### config.mk
export PLATFORM = sky130hd
export DESIGN_NAME = base2_alu_iter
export DESIGN_NICKNAME = d
export VERILOG_FILES = /design/src/rtl/base2_alu_iter.sv
export SDC_FILE = /design/constraint.sdc
export NUM_CORES = 1
export LEC_CHECK = 0
export BUFFER_PORTS_ARGS = -buffer_cell sky130_fd_sc_hd__buf_4
export CAP_MARGIN = 0
export CELL_PAD_IN_SITES_DETAIL_PLACEMENT = 1
export CELL_PAD_IN_SITES_GLOBAL_PLACEMENT = 2
export CORE_MARGIN = 10
export CORE_UTILIZATION = 37
export DETAILED_ROUTE_END_ITERATION = 10
export MAX_ROUTING_LAYER = met4
export PLACE_DENSITY = 0.87
export SYNTH_ARGS = -nofsm -noshare
export SYNTH_HDL_FRONTEND = slang
export SYNTH_SLANG_ARGS = --single-unit
export TNS_END_PERCENT = 5
### constraint.sdc
create_clock -name clk -period 4.7 [get_ports clk]
set_input_delay 0.705 -clock clk [delete_from_list [all_inputs] [get_ports clk]]
set_output_delay 0.705 -clock clk [all_outputs]
set_load 0.02 [all_outputs]
### src/rtl/base2_alu_iter.sv
// Multi-cycle base-2 ALU: single-cycle logic/arith ops plus iterative shift-add multiply
// and restoring divide, behind a start/ready/valid handshake.
module base2_alu_iter #(
  parameter int unsigned WIDTH = 16,
  parameter int unsigned SHW   = 4
) (
  input  logic             clk,
  input  logic             reset,
  input  logic             start,
  input  logic [3:0]       operation,
  input  logic [WIDTH-1:0] operand_a,
  input  logic [WIDTH-1:0] operand_b,
  output logic             ready,
  output logic [WIDTH-1:0] result,
  output logic [WIDTH-1:0] result_hi,
  output logic             valid,
  output logic             zero,
  output logic             carry,
  output logic             overflow,
  output logic             err
);

  localparam int unsigned CntW = $clog2(WIDTH);

  localparam logic [3:0] OpAdd = 4'h0;
  localparam logic [3:0] OpSub = 4'h1;
  localparam logic [3:0] OpMul = 4'h2;
  localparam logic [3:0] OpDiv = 4'h3;
  localparam logic [3:0] OpAnd = 4'h4;
  localparam logic [3:0] OpOr  = 4'h5;
  localparam logic [3:0] OpXor = 4'h6;
  localparam logic [3:0] OpShl = 4'h7;
  localparam logic [3:0] OpShr = 4'h8;
  localparam logic [3:0] OpAsr = 4'h9;

  typedef enum logic [1:0] {StIdle, StExec, StIter, StFin} state_e;

  state_e state_q, state_d;

  logic [3:0]         op_q;
  logic [WIDTH-1:0]   a_q, b_q;
  logic [2*WIDTH-1:0] acc_q, acc_step;
  logic [CntW-1:0]    cnt_q;
  logic               accept, last_iter, go_iter;

  assign accept    = start && ready;
  assign last_iter = (cnt_q == CntW'(WIDTH - 1));
  assign go_iter   = (operation == OpMul) || ((operation == OpDiv) && (operand_b != '0));

  // State register
  always_ff @(posedge clk) begin
    if (reset) state_q <= StIdle;
    else       state_q <= state_d;
  end

  // Next-state logic
  always_comb begin
    state_d = state_q;
    unique case (state_q)
      StIdle:  if (accept) state_d = go_iter ? StIter : StExec;
      StExec:  state_d = StIdle;
      StIter:  if (last_iter) state_d = StFin;
      StFin:   state_d = StIdle;
      default: state_d = StIdle;
    endcase
  end

  // FSM outputs
  always_comb begin
    ready = (state_q == StIdle);
  end

  // Iteration step: acc holds {partial product, multiplier} for MUL, {remainder, quotient}
  // for DIV; both shift one bit per cycle.
  logic [WIDTH:0] mul_sum, div_shift, div_diff;
  assign mul_sum   = {1'b0, acc_q[2*WIDTH-1:WIDTH]} + {1'b0, a_q};
  assign div_shift = acc_q[2*WIDTH-1:WIDTH-1];
  assign div_diff  = div_shift - {1'b0, b_q};

  always_comb begin
    acc_step = acc_q;
    if (op_q == OpMul) begin
      if (acc_q[0]) acc_step = {mul_sum, acc_q[WIDTH-1:1]};
      else          acc_step = {1'b0, acc_q[2*WIDTH-1:1]};
    end else begin
      if (!div_diff[WIDTH]) acc_step = {div_diff[WIDTH-1:0], acc_q[WIDTH-2:0], 1'b1};
      else                  acc_step = {div_shift[WIDTH-1:0], acc_q[WIDTH-2:0], 1'b0};
    end
  end

  always_ff @(posedge clk) begin
    if (reset) begin
      op_q  <= '0;
      a_q   <= '0;
      b_q   <= '0;
      acc_q <= '0;
      cnt_q <= '0;
    end else if (accept) begin
      op_q  <= operation;
      a_q   <= operand_a;
      b_q   <= operand_b;
      acc_q <= (operation == OpMul) ? {{WIDTH{1'b0}}, operand_b} : {{WIDTH{1'b0}}, operand_a};
      cnt_q <= '0;
    end else if (state_q == StIter) begin
      acc_q <= acc_step;
      cnt_q <= cnt_q + 1'b1;
    end
  end

  // Single-cycle datapath
  logic [SHW-1:0]          sh;
  logic [WIDTH:0]          add_full, sub_full, shl_full;
  logic signed [WIDTH-1:0] a_s;
  logic [WIDTH-1:0]        asr_res;
  logic [WIDTH-1:0]        ex_res, ex_hi;
  logic                    ex_carry, ex_ovf, ex_err;

  assign sh       = b_q[SHW-1:0];
  assign add_full = {1'b0, a_q} + {1'b0, b_q};
  assign sub_full = {1'b0, a_q} - {1'b0, b_q};
  assign shl_full = {1'b0, a_q} << sh;
  assign a_s      = a_q;
  assign asr_res  = a_s >>> sh;

  always_comb begin
    ex_res   = '0;
    ex_hi    = '0;
    ex_carry = 1'b0;
    ex_ovf   = 1'b0;
    ex_err   = 1'b0;
    case (op_q)
      OpAdd: begin
        ex_res   = add_full[WIDTH-1:0];
        ex_carry = add_full[WIDTH];
        ex_ovf   = (a_q[WIDTH-1] == b_q[WIDTH-1]) && (add_full[WIDTH-1] != a_q[WIDTH-1]);
      end
      OpSub: begin
        ex_res   = sub_full[WIDTH-1:0];
        ex_carry = sub_full[WIDTH];
        ex_ovf   = (a_q[WIDTH-1] != b_q[WIDTH-1]) && (sub_full[WIDTH-1] != a_q[WIDTH-1]);
      end
      // Only divide-by-zero reaches here; the dividend is reported as the remainder.
      OpDiv: begin
        ex_hi  = a_q;
        ex_err = 1'b1;
      end
      OpAnd: ex_res = a_q & b_q;
      OpOr:  ex_res = a_q | b_q;
      OpXor: ex_res = a_q ^ b_q;
      OpShl: begin
        ex_res   = shl_full[WIDTH-1:0];
        ex_carry = shl_full[WIDTH];
      end
      OpShr: ex_res = a_q >> sh;
      OpAsr: ex_res = asr_res;
      default: ex_err = 1'b1;
    endcase
  end

  logic [WIDTH-1:0] out_res, out_hi;
  logic             out_carry, out_ovf, out_err;

  always_comb begin
    if (state_q == StFin) begin
      out_res   = acc_q[WIDTH-1:0];
      out_hi    = acc_q[2*WIDTH-1:WIDTH];
      out_carry = 1'b0;
      out_ovf   = (op_q == OpMul) && (acc_q[2*WIDTH-1:WIDTH] != '0);
      out_err   = 1'b0;
    end else begin
      out_res   = ex_res;
      out_hi    = ex_hi;
      out_carry = ex_carry;
      out_ovf   = ex_ovf;
      out_err   = ex_err;
    end
  end

  always_ff @(posedge clk) begin
    if (reset) begin
      result    <= '0;
      result_hi <= '0;
      valid     <= 1'b0;
      zero      <= 1'b0;
      carry     <= 1'b0;
      overflow  <= 1'b0;
      err       <= 1'b0;
    end else begin
      valid <= 1'b0;
      if ((state_q == StExec) || (state_q == StFin)) begin
        result    <= out_res;
        result_hi <= out_hi;
        valid     <= 1'b1;
        zero      <= (out_res == '0);
        carry     <= out_carry;
        overflow  <= out_ovf;
        err       <= out_err;
      end
    end
  end

endmodule

-- Yosys cells after proc, flatten, opt, wreduce, memory -nomap -nowiden
Cells that the tools add are included.
- flip-flop bits (word level): 111
- input port bits: 39
- output and inout bits: 38
- logic and storage cells: 83
- add/sub/neg operators: 5
- equality and inequality tests: 21
- shifts and indexed selects: 3
- mux-type cells: 21
- bitwise operators: 3
- reductions and logical operators: 17
- operators by type and width (operator ; number):
    $mux W32 ; 5
    $pmux W16 S8 ; 1
    $mux W16 ; 4
    $add A16 B16 Y17 ; 2
    $reduce_bool A16 Y1 ; 2
    $shl A16 B4 Y17 ; 1
    $sub A16 B16 Y17 ; 1
    $sub A17 B16 Y17 ; 1
    $and A16 B16 Y16 ; 1
    $eq A4 B2 Y1 const B ; 4
    $eq A4 B3 Y1 const B ; 4
    $logic_not A16 Y1 ; 1
    $or A16 B16 Y16 ; 1
    $shr A16 B4 Y16 ; 1
    $sshr A16 B4 Y16 ; 1
    $xor A16 B16 Y16 ; 1
    $eq A4 B4 Y1 const B ; 3
    $reduce_or A8 Y1 ; 1
    $mux W2 ; 3
    $pmux W2 S3 ; 1
    $logic_and A1 B1 Y1 ; 5
    $mux W1 ; 5
    $add A4 B1 Y4 const B ; 1
    $eq A2 B2 Y1 const B ; 2
    other kinds (14) ; 18

-- Depth between registers and ports, before layout
- depth after elaboration: 6
- depth in mapped cells: 15
- mapped depth without buffers: 13

-- Least setup slack after synthesis
Ideal clock, no wire load.
- path type: register -> register
- start point: register b_q[1]
- end point: register acc_q[30]
- setup time: 87 ps
- data arrival time: 3359 ps
- required time: 4613 ps
- slack: 1254 ps
- stages on the path, launching flop included: 16
- path buffers: 4
- clock period less this slack: 3446 ps
- path through: dfxtp_1 buf_6 buf_6 buf_6 inv_2 fa_1 a211oi_2 o21ai_1 a2111oi_0 nor3_1 a211o_1 and3_1 buf_2 nor3_1 a211oi_1 o31ai_1
- cells in the longest elaborated chain, start to end: 5
- RTL lines (element ; line ; source):
    start: declaration ; 41 ; logic [WIDTH-1:0] a_q, b_q;
    start signal: assignment ; 101 ; b_q <= operand_b;
    $sub A17 B16 Y17 ; 78 ; assign div_diff = div_shift - {1'b0, b_q};
    $mux W32 ; 86 ; if (!div_diff[WIDTH]) acc_step = {div_diff[WIDTH-1:0], acc_q[WIDTH-2:0], 1'b1};
    $mux W32 ; 82 ; if (op_q == OpMul) begin
    $mux W32 ; 104 ; end else if (state_q == StIter) begin
    $mux W32 ; 98 ; end else if (accept) begin
    end signal: assignment ; 102 ; acc_q <= (operation == OpMul) ? {{WIDTH{1'b0}}, operand_b} : {{WIDTH{1'b0}}, operand_a};
    end signal: assignment ; 105 ; acc_q <= acc_step;
    end: declaration ; 42 ; logic [2*WIDTH-1:0] acc_q, acc_step;
No other way between the ends. The select of a mux whose other input is x is not followed.
A chain may end at the register's enable or synchronous reset.

-- Final worst setup path
- start point: register a_q[2]
- end point: register zero
- cells in the longest elaborated chain, start to end: 4
- elaborated cells on any way between the ends: 11
- those cells by class: 2 x add/sub; 3 x shift; 2 x mux; 3 x bitwise; 1 x reduce/logical
- RTL lines (element ; line ; source):
    start: declaration ; 41 ;
    start signal: assignment ; 100 ; a_q <= operand_a;
    $sub A16 B16 Y17, or another cell as far along ; 120 ; assign sub_full = {1'b0, a_q} - {1'b0, b_q};
    $pmux W16 S8 * ; 131 ; case (op_q)
    $mux W16 * ; 164 ; if (state_q == StFin) begin
    $logic_not A16 Y1 * ; 194 ; zero <= (out_res == '0);
    end signal: assignment ; 194 ;
    end: declaration ; 17 ; output logic zero,
Mark *: on every way between the ends. The rest lies on a longest branch, timed or not.

==> results.ini <==
[cells_and_area]
final_common_cell = nand2_1
syn_to_final_growth_pct = 12.11
multi_input_area_um2 = 8203
final-instance-count-excl-fill = 1911
n_antenna_cell = 0
finalNetCount = 1644
nFillCells = 3657
mostFrequentLayoutCells = nand2_1 (222), nor2_1 (137), a21oi_1 (132), buf_4 (132), dfxtp_1 (108)
regArea_um2 = 2226
drive_gt1_share_pct = 14.20

[yosys]
ys_async_sr_fraction_pct = 0
postSynthCellCount = 1485
synth_xor_area_share_pct = 2.609
synthSimpleGateAreaFrac_pct = 25.35
synth-seq-area-share_pct = 20.06
synth-seq-cells = 111
syn_avg_cell_area_um2 = 7.461
synth_ff_type = dfxtp_1
synth_edf_count = 0
yosys_warnings = 0
synthAdderAreaFrac_pct = 10.32
syn_nets = 1613
synthMuxAreaShare_pct = 9.881
synth_top_family_by_area = compound AO/OA/AOI/OAI gates
ys_types = 97
synth_compound_area_share_pct = 25.44
syn_area_um2 = 11080

[drt]
drt-met1-wl_um = 22740
first_iter_violations = 1133
route.met3.wl_um = 3269
vias = 12070
drc = 0
met2WireLength_um = 24030
drtAntennaViolNets = 0
drtPass1Iterations = 5
wirelength_um = 51090
routedWlPerCell_um = 26.74
vias_per_cell = 6.317
highest_layer = met4

[placement]
pre_cts_slack_ns = 0.8061
gp_congestion = 1.004
place_inst = 1895
io_buffers = 76
hpwl_um = 39320

[worst_setup_path]
r2r_setup_slack_ns = 0.73
rr_worst_depth = 12
cp_data_required_time_ns = 5.06
end_kind = flip-flop
path_cells = inv_1 -> ha_1 -> nor2b_1 -> o2111ai_1 -> nand3_1 -> a21o_1 -> a221o_1 -> a2111oi_0 -> buf_4 -> o22ai_1 -> nor4_2 -> a22o_1
cp_slowest_cell = dfxtp_1
max_stage_delay_ns = 0.74
worstSetupPathDepth = 12
startpoint_type = flip-flop
crit_buf_inv = 2
crit_type = reg2reg
crit_path_max_fanout = 14
arrival_ns = 4.33
crit_family = compound AO/OA/AOI/OAI gates

[timing]
period_share_pct = 84.47
rsz0062_at_grt = false
tightest_slew_ns = 1.035
maxSlewHeadroom_pct = 30.82
finalClockSkew_ns = 0.01805
hold_viol = 0
layout_setup_ws_ns = 0.7300
fmax_mhz = 251.9
setup_violations = 0
slew_violations = 0
fin_tns_setup_ns = 0
finalCriticalPeriod_ns = 3.970

[flow_run]
maxCapViolCount = 0

[min_path]
hp-class = reg2reg
worstHoldPathCells = 2

[clock_tree]
numCtsBuffers = 9
postCtsHoldBufs = 0
path_clk_slew_ns = 0.09
post_cts_buffers = 0
cts.sinks = 111
clockBufferDepth = 2
clkLatencyLatePin_ns = 0.40
cts_resized = 0
cts.htree.levels = 3
cts-root-buf = clkbuf_16
cts_tree = built

[global_routing]
grt_max_degree = 53
grt_pass1_vias = 11970
grt-ovfl-total = 0
grt_pass1_wl_um = 77570
antenna_found_initial = 0
grt_usage_pct = 28.07

[pwr]
p_leak_nw = 4.816
powerDensity_nw_per_um2 = 243.8
ir_drop_mv = 0.2579

[die]
ioPinCount = 77
fp.dieH_um = 193.0
core_area_um2 = 29560
start_util_pct = 37.48
fp.dieW_um = 193.0
die_area_um2 = 37270
rows = 63

[run_status]
status = finished, final reports clean

[cell type report]
type                    instances  area share, %
clock inverters                 5         0.3324
clock buffers                  11          2.035
flip-flops and latches        111          17.92
multi-input cells            1208          66.04
repair buffers                133          8.139
well taps                     390          3.929
inverters                      53          1.602
[cell usage after synthesis, drive strengths merged, types with 12 or more instances]
library cell	count	area (um^2)
inv	52	195.2
buf	39	225.2
a22oi	12	90.09
mux2i	37	370.4
o211ai	18	135.1
nor2	139	529.3
mux4	24	540.5
a221oi	22	192.7
nor2b	23	143.9
nand2b	13	81.33
clkbuf	74	277.8
nor4	16	118.9
nor3	57	285.3
o21ai	59	295.3
and3	20	125.1
a21o	15	112.6
dfxtp	111	2222
mux2	16	183.9
a21oi	133	669.4
xnor2	20	175.2
a211oi	23	182.7
ha	85	1064
nand3	38	195.2
xor2	13	113.9
a31oi	22	137.6
nand2	223	839.6
a311oi	25	219.0
[final timing paths]
kind / to / startpoint
max: zero / a_q[2]
min: result[15] / result[15]
max reg2reg: zero / a_q[2]
min reg2reg: result[15] / result[15]
[state kept, by name, indices dropped and copies added (netlist names), 2 cells and up]
name       count
result_hi     16
state_q        2
b_q           16
cnt_q          4
op_q           4
acc_q         32
result        16
a_q           16
[cell families after synthesis]
logic type      after synthesis
simple gates                591
compound gates              418
buf+inv                     166
flops                       111
fa+ha+maj                    89
mux                          77
xor+xnor                     33
[power breakdown]
| part | switching, mW | internal (mW) |
|---|---|---|
| sequential | 0.0740 | 0.989 |
| combinational | 0.722 | 0.420 |
| clock | 0.429 | 0.394 |
| total | 1.22 | 1.80 |
[worst register-to-register path, delay by kind of cell (launching register included)]
family	cells	cell delay (ns)
buf+inv	2	0.34
compound gates	6	1.79
simple gates	3	0.64
flops	1	0.74
fa+ha+maj	1	0.43
[stage by stage]
step | hold slack, ns | util, % | cell area (um^2) | power, mW
6_report | 0.4669 | 42.02 | 12420 | 3.028
5_1_grt | 0.5145 | 42.02 | 12420 | 3.162
4_1_cts | 0.4784 | 42.02 | 12420 | 3.016
3_5_place_dp | 0.4647 | 41.02 | 12130 | 2.199
3_3_place_gp | 0.4471 | 41.02 | 12130 | 2.186
2_1_floorplan | 0.4530 | - | 11080 | 1.791
[metal layers]
| layer | up-vias | track usage (%) |
|---|---|---|
| met1 | 6059 | 37.18 |
| met4 | 0 | 7.633 |
| met2 | 441 | 44.14 |
| li1 | 5523 | - |
| met5 | - | - |
| met3 | 49 | 3.615 |
(Power assumes the default switching activity.)
